--- src/rtl/sysid_regs_pkg.sv ---
// Shared constants and types for the pipelined system-ID register block.
// Offsets are word addresses on the Avalon-MM slave.
package sysid_regs_pkg;

   localparam int unsigned SYSID_ADDR_ID        = 0;
   localparam int unsigned SYSID_ADDR_TIMESTAMP = 1;
   localparam int unsigned SYSID_ADDR_VERSION   = 2;
   localparam int unsigned SYSID_ADDR_SCRATCH   = 3;
   localparam int unsigned SYSID_ADDR_UPTIME_LO = 4;
   localparam int unsigned SYSID_ADDR_UPTIME_HI = 5;
   localparam int unsigned SYSID_ADDR_CTRL      = 6;

   localparam int unsigned CTRL_CLEAR_BIT  = 0;
   localparam int unsigned CTRL_FREEZE_BIT = 1;

   localparam int unsigned READ_LATENCY_MIN = 1;
   localparam int unsigned READ_LATENCY_MAX = 4;
   localparam int unsigned ADDR_W_MIN       = 3;
   localparam int unsigned ADDR_W_MAX       = 8;

   typedef struct packed {
      logic        valid;
      logic [31:0] data;
   } rd_stage_t;

endpackage

--- src/rtl/sysid_uptime_counter.sv ---
// 64-bit free-running uptime counter with clear/freeze and a latched copy of
// the upper word, captured when the low word is read.
module sysid_uptime_counter (
   input  logic        clk_i,
   input  logic        rst_ni,
   input  logic        clear_i,
   input  logic        freeze_i,
   input  logic        snapshot_en_i,
   output logic [63:0] count_o,
   output logic [31:0] snapshot_hi_o
);

   logic [63:0] count_d, count_q;
   logic [31:0] snap_d, snap_q;

   // Clear wins over both freeze and increment.
   always_comb begin
      count_d = count_q;
      if (clear_i) begin
         count_d = '0;
      end else if (!freeze_i) begin
         count_d = count_q + 64'd1;
      end
      snap_d = snapshot_en_i ? count_q[63:32] : snap_q;
   end

   always_ff @(posedge clk_i or negedge rst_ni) begin
      if (!rst_ni) begin
         count_q <= '0;
         snap_q  <= '0;
      end else begin
         count_q <= count_d;
         snap_q  <= snap_d;
      end
   end

   assign count_o       = count_q;
   assign snapshot_hi_o = snap_q;

endmodule

--- src/rtl/sysid_regs_pipelined.sv ---
// Avalon-MM system-ID register block: ID/timestamp/version, scratch, uptime
// with coherent high-word snapshot, and control; fixed-latency read pipeline.
module sysid_regs_pipelined
   import sysid_regs_pkg::*;
#(
   parameter logic [31:0] SYSTEM_ID     = 32'h0000_0000,
   parameter logic [31:0] TIMESTAMP     = 32'h0000_0000,
   parameter logic [31:0] VERSION       = 32'h0001_0000,
   parameter logic [31:0] SCRATCH_RESET = 32'h0000_0000,
   parameter int unsigned ADDR_W        = 3,
   parameter int unsigned READ_LATENCY  = 1
) (
   input  logic              clock,
   input  logic              reset_n,
   input  logic [ADDR_W-1:0] address,
   input  logic              read,
   input  logic              write,
   input  logic [31:0]       writedata,
   input  logic [3:0]        byteenable,
   output logic [31:0]       readdata,
   output logic              readdatavalid
);

   if (READ_LATENCY < READ_LATENCY_MIN || READ_LATENCY > READ_LATENCY_MAX) begin : gen_bad_lat
      $error("sysid_regs_pipelined: READ_LATENCY out of range");
   end
   if (ADDR_W < ADDR_W_MIN || ADDR_W > ADDR_W_MAX) begin : gen_bad_addr_w
      $error("sysid_regs_pipelined: ADDR_W out of range");
   end

   logic [7:0]  addr_ext;
   logic        sel_scratch, sel_ctrl, sel_uptime_lo;
   logic        wr_scratch, wr_ctrl, rd_accept;
   logic        clear, snapshot_en;
   logic [31:0] scratch_d, scratch_q;
   logic        freeze_d, freeze_q;
   logic [31:0] rd_data;
   logic [63:0] uptime;
   logic [31:0] snapshot_hi;
   rd_stage_t   pipe_d [READ_LATENCY];
   rd_stage_t   pipe_q [READ_LATENCY];

   // Zero-extend so addresses >= 8 never alias onto a real register.
   always_comb begin
      addr_ext              = '0;
      addr_ext[ADDR_W-1:0]  = address;
   end

   assign sel_scratch   = (addr_ext == 8'(SYSID_ADDR_SCRATCH));
   assign sel_ctrl      = (addr_ext == 8'(SYSID_ADDR_CTRL));
   assign sel_uptime_lo = (addr_ext == 8'(SYSID_ADDR_UPTIME_LO));

   assign wr_scratch  = write & sel_scratch;
   assign wr_ctrl     = write & sel_ctrl & byteenable[0];
   // A scratch read colliding with a scratch write is dropped; the write wins.
   assign rd_accept   = read & ~wr_scratch;
   assign clear       = wr_ctrl & writedata[CTRL_CLEAR_BIT];
   assign snapshot_en = rd_accept & sel_uptime_lo;

   always_comb begin
      scratch_d = scratch_q;
      if (wr_scratch) begin
         for (int b = 0; b < 4; b++) begin
            if (byteenable[b]) begin
               scratch_d[8*b +: 8] = writedata[8*b +: 8];
            end
         end
      end
      freeze_d = wr_ctrl ? writedata[CTRL_FREEZE_BIT] : freeze_q;
   end

   always_ff @(posedge clock or negedge reset_n) begin
      if (!reset_n) begin
         scratch_q <= SCRATCH_RESET;
         freeze_q  <= 1'b0;
      end else begin
         scratch_q <= scratch_d;
         freeze_q  <= freeze_d;
      end
   end

   sysid_uptime_counter u_uptime (
      .clk_i         (clock),
      .rst_ni        (reset_n),
      .clear_i       (clear),
      .freeze_i      (freeze_q),
      .snapshot_en_i (snapshot_en),
      .count_o       (uptime),
      .snapshot_hi_o (snapshot_hi)
   );

   logic unused_uptime_hi;
   assign unused_uptime_hi = ^uptime[63:32];

   always_comb begin
      rd_data = '0;
      case (addr_ext)
         8'(SYSID_ADDR_ID):        rd_data = SYSTEM_ID;
         8'(SYSID_ADDR_TIMESTAMP): rd_data = TIMESTAMP;
         8'(SYSID_ADDR_VERSION):   rd_data = VERSION;
         8'(SYSID_ADDR_SCRATCH):   rd_data = scratch_q;
         8'(SYSID_ADDR_UPTIME_LO): rd_data = uptime[31:0];
         8'(SYSID_ADDR_UPTIME_HI): rd_data = snapshot_hi;
         8'(SYSID_ADDR_CTRL):      rd_data[CTRL_FREEZE_BIT] = freeze_q;
         default:                  rd_data = '0;
      endcase
   end

   // Non-accepted slots carry zero data so readdata is 0 whenever not valid.
   always_comb begin
      pipe_d[0].valid = rd_accept;
      pipe_d[0].data  = rd_accept ? rd_data : '0;
      for (int i = 1; i < int'(READ_LATENCY); i++) begin
         pipe_d[i] = pipe_q[i-1];
      end
   end

   always_ff @(posedge clock or negedge reset_n) begin
      if (!reset_n) begin
         pipe_q <= '{default: '0};
      end else begin
         pipe_q <= pipe_d;
      end
   end

   assign readdatavalid = pipe_q[READ_LATENCY-1].valid;
   assign readdata      = pipe_q[READ_LATENCY-1].data;

endmodule
--- config.mk ---
export PLATFORM = sky130hd
export DESIGN_NAME = sysid_regs_pipelined
export DESIGN_NICKNAME = d
export VERILOG_FILES = /design/src/rtl/sysid_regs_pkg.sv /design/src/rtl/sysid_uptime_counter.sv /design/src/rtl/sysid_regs_pipelined.sv
export SDC_FILE = /design/constraint.sdc
export NUM_CORES = 1
export LEC_CHECK = 0
export CORE_MARGIN = 10
export CORE_UTILIZATION = 64
export CTS_BUF_LIST = sky130_fd_sc_hd__clkbuf_2 sky130_fd_sc_hd__clkbuf_4 sky130_fd_sc_hd__clkbuf_8
export CTS_CLUSTER_SIZE = 40
export DETAILED_ROUTE_END_ITERATION = 7
export PLACE_DENSITY = 0.86
export SLEW_MARGIN = 0
export SYNTH_ARGS = -nofsm -noshare
export SYNTH_HDL_FRONTEND = slang
export SYNTH_SLANG_ARGS = --single-unit
--- constraint.sdc ---
create_clock -name clock -period 3.64 [get_ports clock]
set_input_delay 0.91 -clock clock [delete_from_list [all_inputs] [get_ports clock]]
set_output_delay 0.91 -clock clock [all_outputs]
set_load 0.02 [all_outputs]
==> impl_metrics.tcl, run 1 <==
set metrics [dict create \
    synth_seq_area_share_pct 53.0 \
    die_area_mm2 0.0167 \
    syn_to_final_growth_pct 18.2 \
    die_w_um 129 \
    synth_area_leaders "dfrtp_1, mux2_2, nor2_1" \
    skew_ns 0.0107 \
    async_reset_ff_share_pct 100 \
    wl_per_cell_um 22.0 \
    dp_hpwl_mm 13.8 \
    rr_worst_depth 5 \
    initial_utilization_pct 66.1 \
    power_density_mw_per_mm2 561 \
    synth_area_per_cell_um2 11.0 \
    worst_slew_pin_slew_ns 1.28 \
    nets 809 \
    io_pins 76 \
    grt_pass1_vias 6128 \
    grtUsageTotal_pct 25.1 \
    clock_sinks 162 \
    rsz0062_at_grt "no" \
    cts_htree_levels 4 \
    reg2reg_from "u_uptime.count_o[8]" \
    gp_congestion 0.927 \
    yosys.area.top_type "dfrtp_1" \
    clk_latency_ns 0.47 \
    synth_edf_count 0 \
    cts.path.max_buffers 2 \
    hold_viol 0 \
    vias 6076 \
    setup_tns_ns 0 \
    setup_violations 0 \
    port_buffers 75 \
    path_clk_slew_ns 0.08 \
    drtAntennaViolNets 0 \
    post-cts-setup-buffers 0 \
    max-vdd-ir-drop_uv 366 \
    required_ns 3.98 \
    cp.arrival_ns 3.30 \
    status "complete, no violations" \
    end_kind "flop" \
    syn_nets 739 \
    synth_cell_types 56 \
    synth_warnings 0 \
    cts_tree "done" \
    cts_made_buffers 17 \
    drc_errors 0 \
    drive_above_1_share_pct 18.8 \
    path_max_fanout 40 \
    ctsResizeCount 0 \
    die-height_um 129 \
    whs_ns 0.422 \
    synthCells 695 \
    n_antenna_cell 0 \
    max_slew_margin_pct 14.1 \
    drt-initial-drc-count 710 \
    worst_r2r_endpoint "u_uptime.count_o[63]" \
    synth_top_area_share_pct 53.0 \
    cts_root_buf "clkbuf_8" \
    synth_ff_type "dfrtp_1" \
    nFillCells 753 \
    p_leak_nw 3.66 \
    ys_ff_latch 162 \
    drv_cap 0 \
    fmax_mhz 337 \
    worstSetupStartpointType "input port" \
    maxSlewViolCount 0 \
    drtPass1Iterations 5 \
    routed_wirelength_mm 20.3 \
    netlist_area_mm2 0.00765 \
    core_mm2 0.0116 \
    crit_type "in -> reg" \
    r2r_slack_ns 0.87 \
    ctsHoldBuffers 0 \
    fin_crit_ns 2.96 \
    vias_per_cell 6.60 \
    grt_pass1_wl_mm 33.0 \
    antenna_found_initial 0 \
    gr-total-overflow 0 \
    num_rows 39 \
    grt_max_degree 74 \
    fin_crit_sh_pct 81.4 \
    hold_class "in -> async" \
]
-- logic make-up after synthesis --
group / share of synthesized area (%)
AND/OR/NAND/NOR: 17.6
multiplexers: 13.8
adder cells (fa/ha/maj): 0.164
AO/OA/AOI/OAI: 9.03
buffers and inverters: 2.96
XOR/XNOR: 3.44
flip-flops: 53.0
-- cells in the mapped netlist, types with 2 or more instances --
library cell  count
and4_1            6
or4_1            15
nor2b_1           5
nor3_1           13
dfrtp_1         162
buf_2             3
mux2i_1           3
a22oi_1          30
xnor2_1          17
xor2_1           13
a21oi_1          31
buf_6             2
nor2_1           69
nand4b_1          4
a31o_2            4
nand4_2           3
nor4_1           13
o31ai_1          10
mux2_1            6
nand4_1          20
mux2_2           85
buf_1             5
nand2_1          37
and3_1            6
clkbuf_1         25
or3_1            15
nand3_1          27
nand2b_1          2
o21ai_0          20
inv_1            15
buf_4             2
o41ai_1           3
-- per-stage QoR --
| step | setup WS (ns) | cells | utilization (%) | power, mW | instance area, um2 |
|---|---|---|---|---|---|
| after floorplan | 0.961 | 695 | - | 3.10 | 7650 |
| after global placement | 0.417 | 889 | 73.8 | 3.38 | 8540 |
| after detailed placement | 0.261 | 889 | 73.8 | 3.44 | 8540 |
| after CTS | 0.707 | 921 | 78.2 | 5.07 | 9040 |
| after global routing | 0.556 | 921 | 78.2 | 5.30 | 9040 |
| final | 0.676 | 921 | 78.2 | 5.07 | 9040 |
-- critical path, cell delays in order --
cell and delay [ns]:
clkdlybuf4s50_1 0.49, buf_4 0.45, nor2b_1 0.29, and3_1 0.30, nand2b_1 0.21, inv_1 0.10
o21ai_2 0.06, buf_4 0.36, nor2_1 0.11
-- where the power goes --
group          switching (mW)  internal (mW)
Combinational           0.400          0.475
Clock                   0.653          0.974
Sequential              0.391           2.18
Total                    1.44           3.63
-- layout make-up --
| class | count | area, um2 | area share (%) |
|---|---|---|---|
| flip-flops and latches | 162 | 4050 | 44.8 |
| clock inverters | 9 | 199 | 2.20 |
| multi-input cells | 480 | 3380 | 37.4 |
| inverters | 15 | 56.3 | 0.623 |
| repair buffers | 89 | 870 | 9.62 |
| well taps | 143 | 179 | 1.98 |
| clock buffers | 23 | 304 | 3.36 |
-- routing by layer --
metal  share of wire [%]  track usage, %  wire length, um
met1                  41            32.7             8340
met2                  48            39.8             9850
met3                 8.6            6.81             1760
met4                 1.8            8.36              362
met5                   0               0                0
-- registers in the layout, summed over array words and instances (netlist names) --
signal                  flops
u_uptime.count_o           64
readdata                   32
readdatavalid               1
scratch_q                  32
u_uptime.snapshot_hi_o     32
freeze_q                    1
-- layout by cell type, fill, tap and decap left out, types with 10 or more instances in the layout --
| cell type | count |
|---|---|
| clkdlybuf4s50_1 | 74 |
| nor4_1 | 13 |
| a22oi_1 | 30 |
| nor2_1 | 68 |
| nand4_1 | 20 |
| dfrtp_1 | 162 |
| xnor2_1 | 17 |
| nand3_1 | 27 |
| xor2_1 | 13 |
| nor3_1 | 13 |
| nand2_1 | 37 |
| mux2_2 | 85 |
| or4_1 | 15 |
| buf_4 | 13 |
| inv_1 | 15 |
| or3_1 | 15 |
| o31ai_1 | 10 |
| a21oi_1 | 31 |
| clkbuf_8 | 21 |
| o21ai_0 | 20 |
-- worst max-delay path by stage --
stage / start / endpoint / slack, ns / cells after the start
2_1_floorplan: address[1] / u_uptime.count_o[55] / 0.96 / 7
3_3_place_gp: address[2] / u_uptime.count_o[33] / 0.42 / 6
3_5_place_dp: address[0] / readdata[20] / 0.26 / 9
4_1_cts: address[0] / readdata[2] / 0.71 / 9
5_1_grt: address[0] / readdata[20] / 0.56 / 9
6_report: address[0] / readdata[18] / 0.68 / 9
Note: power is estimated with default switching activity, not from simulation.
==> run 2: changes to the inputs <==
--- a/config.mk
+++ b/config.mk
@@ -6,11 +6,11 @@
 export NUM_CORES = 1
 export LEC_CHECK = 0
 export CORE_MARGIN = 10
-export CORE_UTILIZATION = 64
+export CORE_UTILIZATION = 53
 export CTS_BUF_LIST = sky130_fd_sc_hd__clkbuf_2 sky130_fd_sc_hd__clkbuf_4 sky130_fd_sc_hd__clkbuf_8
 export CTS_CLUSTER_SIZE = 40
 export DETAILED_ROUTE_END_ITERATION = 7
-export PLACE_DENSITY = 0.86
+export PLACE_DENSITY = 0.76
 export SLEW_MARGIN = 0
 export SYNTH_ARGS = -nofsm -noshare
 export SYNTH_HDL_FRONTEND = slang
==> constraint.sdc (replaced) <==
create_clock -name clock -period 2.5 [get_ports clock]
set_input_delay 0.625 -clock clock [delete_from_list [all_inputs] [get_ports clock]]
set_output_delay 0.625 -clock clock [all_outputs]
set_load 0.02 [all_outputs]
==> impl_metrics.tcl, run 2 (synthesis gave the netlist of run 1 again) <==
set metrics [dict create \
    status "complete, no violations" \
    path_clk_slew_ns 0.09 \
    dpl.cell_count 973 \
    final_common_cell "dfrtp_1" \
    fin_ws_ns 0.107 \
    met3_length_mm 1.61 \
    path_max_fanout 6 \
    rsz0062_at_grt "no" \
    cts_made_buffers 17 \
    cts.path.max_buffers 2 \
    cp.arrival_ns 2.79 \
    drive_above_1_share_pct 23.6 \
    worstSetupEndpoint "u_uptime.count_o[55]" \
    gp_congestion 0.985 \
    slowest_stage "or4_1" \
    largest_reg_flops 64 \
    cts_tree "done" \
    layout_common_cells "dfrtp_1, mux2_2, clkdlybuf4s50_1, nor2_1, buf_4" \
    r2r_slack_ns 0.11 \
    crit_type "reg -> reg" \
    drt-initial-drc-count 459 \
    io_pins 76 \
    worst_r2r_endpoint "u_uptime.count_o[55]" \
    setup_violations 0 \
    num_rows 43 \
    gr-total-overflow 0 \
    post-cts-setup-buffers 0 \
    worstSetupStartpointType "flop" \
    clock_sinks 162 \
    rr_worst_depth 5 \
    dp_hpwl_mm 14.4 \
    grtUsageTotal_pct 20.3 \
    detailedPlace.worstSlack_ns -0.336 \
    core_mm2 0.0140 \
    dpl_cell_area_mm2 0.00901 \
    hold_class "in -> async" \
    post-route-util_pct 67.5 \
    fmax_mhz 418 \
    routedLengthMet1_mm 8.53 \
    worst_slew_pin_slew_ns 0.591 \
    drv_cap 0 \
    port_buffers 75 \
    hold_viol 0 \
    nets 856 \
    vias_per_cell 6.10 \
    power_density_mw_per_mm2 757 \
    skew_ns 0.0148 \
    die_area_mm2 0.0196 \
    p_leak_nw 3.86 \
    required_ns 2.89 \
    cts_root_buf "clkbuf_8" \
    fin_crit_ns 2.39 \
    grt_max_degree 66 \
    ctsHoldBuffers 0 \
    drc_errors 0 \
    routed_wirelength_mm 19.9 \
    maxSlewViolCount 0 \
    die-height_um 140 \
    top_layer "met4" \
    drtPass1Iterations 6 \
    grt_pass1_wl_mm 32.4 \
    antenna_found_initial 0 \
    n_antenna_cell 0 \
    crit_chain "nand4_1 > or3_1 > or4_1 > or4_1 > a21oi_1" \
    die_w_um 140 \
    cts_htree_levels 4 \
    crit_start "u_uptime.count_o[40]" \
    initial_utilization_pct 54.7 \
    max_slew_margin_pct 60.3 \
    cpMostUsedCell "or4_1" \
    fin_cells 1005 \
    fin_area_mm2 0.00945 \
    wl_per_cell_um 19.8 \
    fin_crit_sh_pct 95.7 \
    drtAntennaViolNets 0 \
    max-vdd-ir-drop_uv 547 \
    met2WireLength_mm 9.32 \
    vias 6134 \
    reg2reg_from "u_uptime.count_o[40]" \
    setup_tns_ns 0 \
    syn_to_final_growth_pct 23.5 \
    end_kind "flop" \
    grt_pass1_vias 6154 \
    clk_latency_ns 0.47 \
    slowest_delay_ns 0.60 \
]
[run 2: cell count changes in the layout (fill, tap and decap cells not counted), sizes merged]
cell      previous run  this run
buf                 15        62
bufinv               6         3
inv                 15        18
clkbuf              23        21
clkinvlp             0         2
[run 2: what timing repair did]
action / CTS / global route
endpoints found under the setup margin: 0 / 8
endpoints found under the hold margin: 0 / 0
gates resized for setup: 0 / 3
[run 2: cell type report]
type                            count  area (um2)
Clock buffer                       21         277
Fill cell                        1057        4540
Tap cell                          180         225
Timing Repair Buffer              136        1300
Clock inverter                     11         150
Sequential cell                   162        4060
Inverter                           15        56.3
Multi-Input combinational cell    480        3380
[run 2: layer usage]
layer | vias to the layer above | global-route usage, %
li1 | 2777 | -
met4 | 0 | 6.85
met3 | 45 | 6.39
met2 | 240 | 32.0
met5 | - | 0
met1 | 3072 | 26.0
[run 2: power breakdown]
group          leakage [nW]  total [mW]  switching (mW)  internal (mW)
Combinational          1.63        1.43           0.653          0.776
Sequential             2.01        3.68           0.512           3.17
Clock                 0.214        2.04           0.967           1.07
Total                  3.86        7.15            2.13           5.02
[run 2: through the flow]
stage	total power, mW	hold WS (ns)
3_5_place_dp	5.13	0.477
4_1_cts	7.18	0.0833
3_3_place_gp	5.03	0.463
6_report	7.15	0.0828
2_1_floorplan	4.51	0.329
5_1_grt	7.52	0.0918
[run 2: worst min path at each step]
| stage | start | slack [ns] | cells after the start | to |
|---|---|---|---|---|
| 3_3_place_gp | u_uptime.snapshot_hi_o[16] | 0.46 | 1 | u_uptime.snapshot_hi_o[16] |
| 4_1_cts | reset_n | 0.08 | 1 | readdata[13] |
| 5_1_grt | reset_n | 0.09 | 1 | scratch_q[10] |
| 6_report | reset_n | 0.08 | 1 | readdata[13] |
| 2_1_floorplan | reset_n | 0.33 | 0 | freeze_q |
| 3_5_place_dp | u_uptime.snapshot_hi_o[18] | 0.48 | 1 | u_uptime.snapshot_hi_o[18] |
[run 2: critical path, delay by kind of cell (launching register included)]
family / cells / cell delay (ns)
flops: 1 / 0.44
compound gates: 1 / 0.17
simple gates: 4 / 1.71
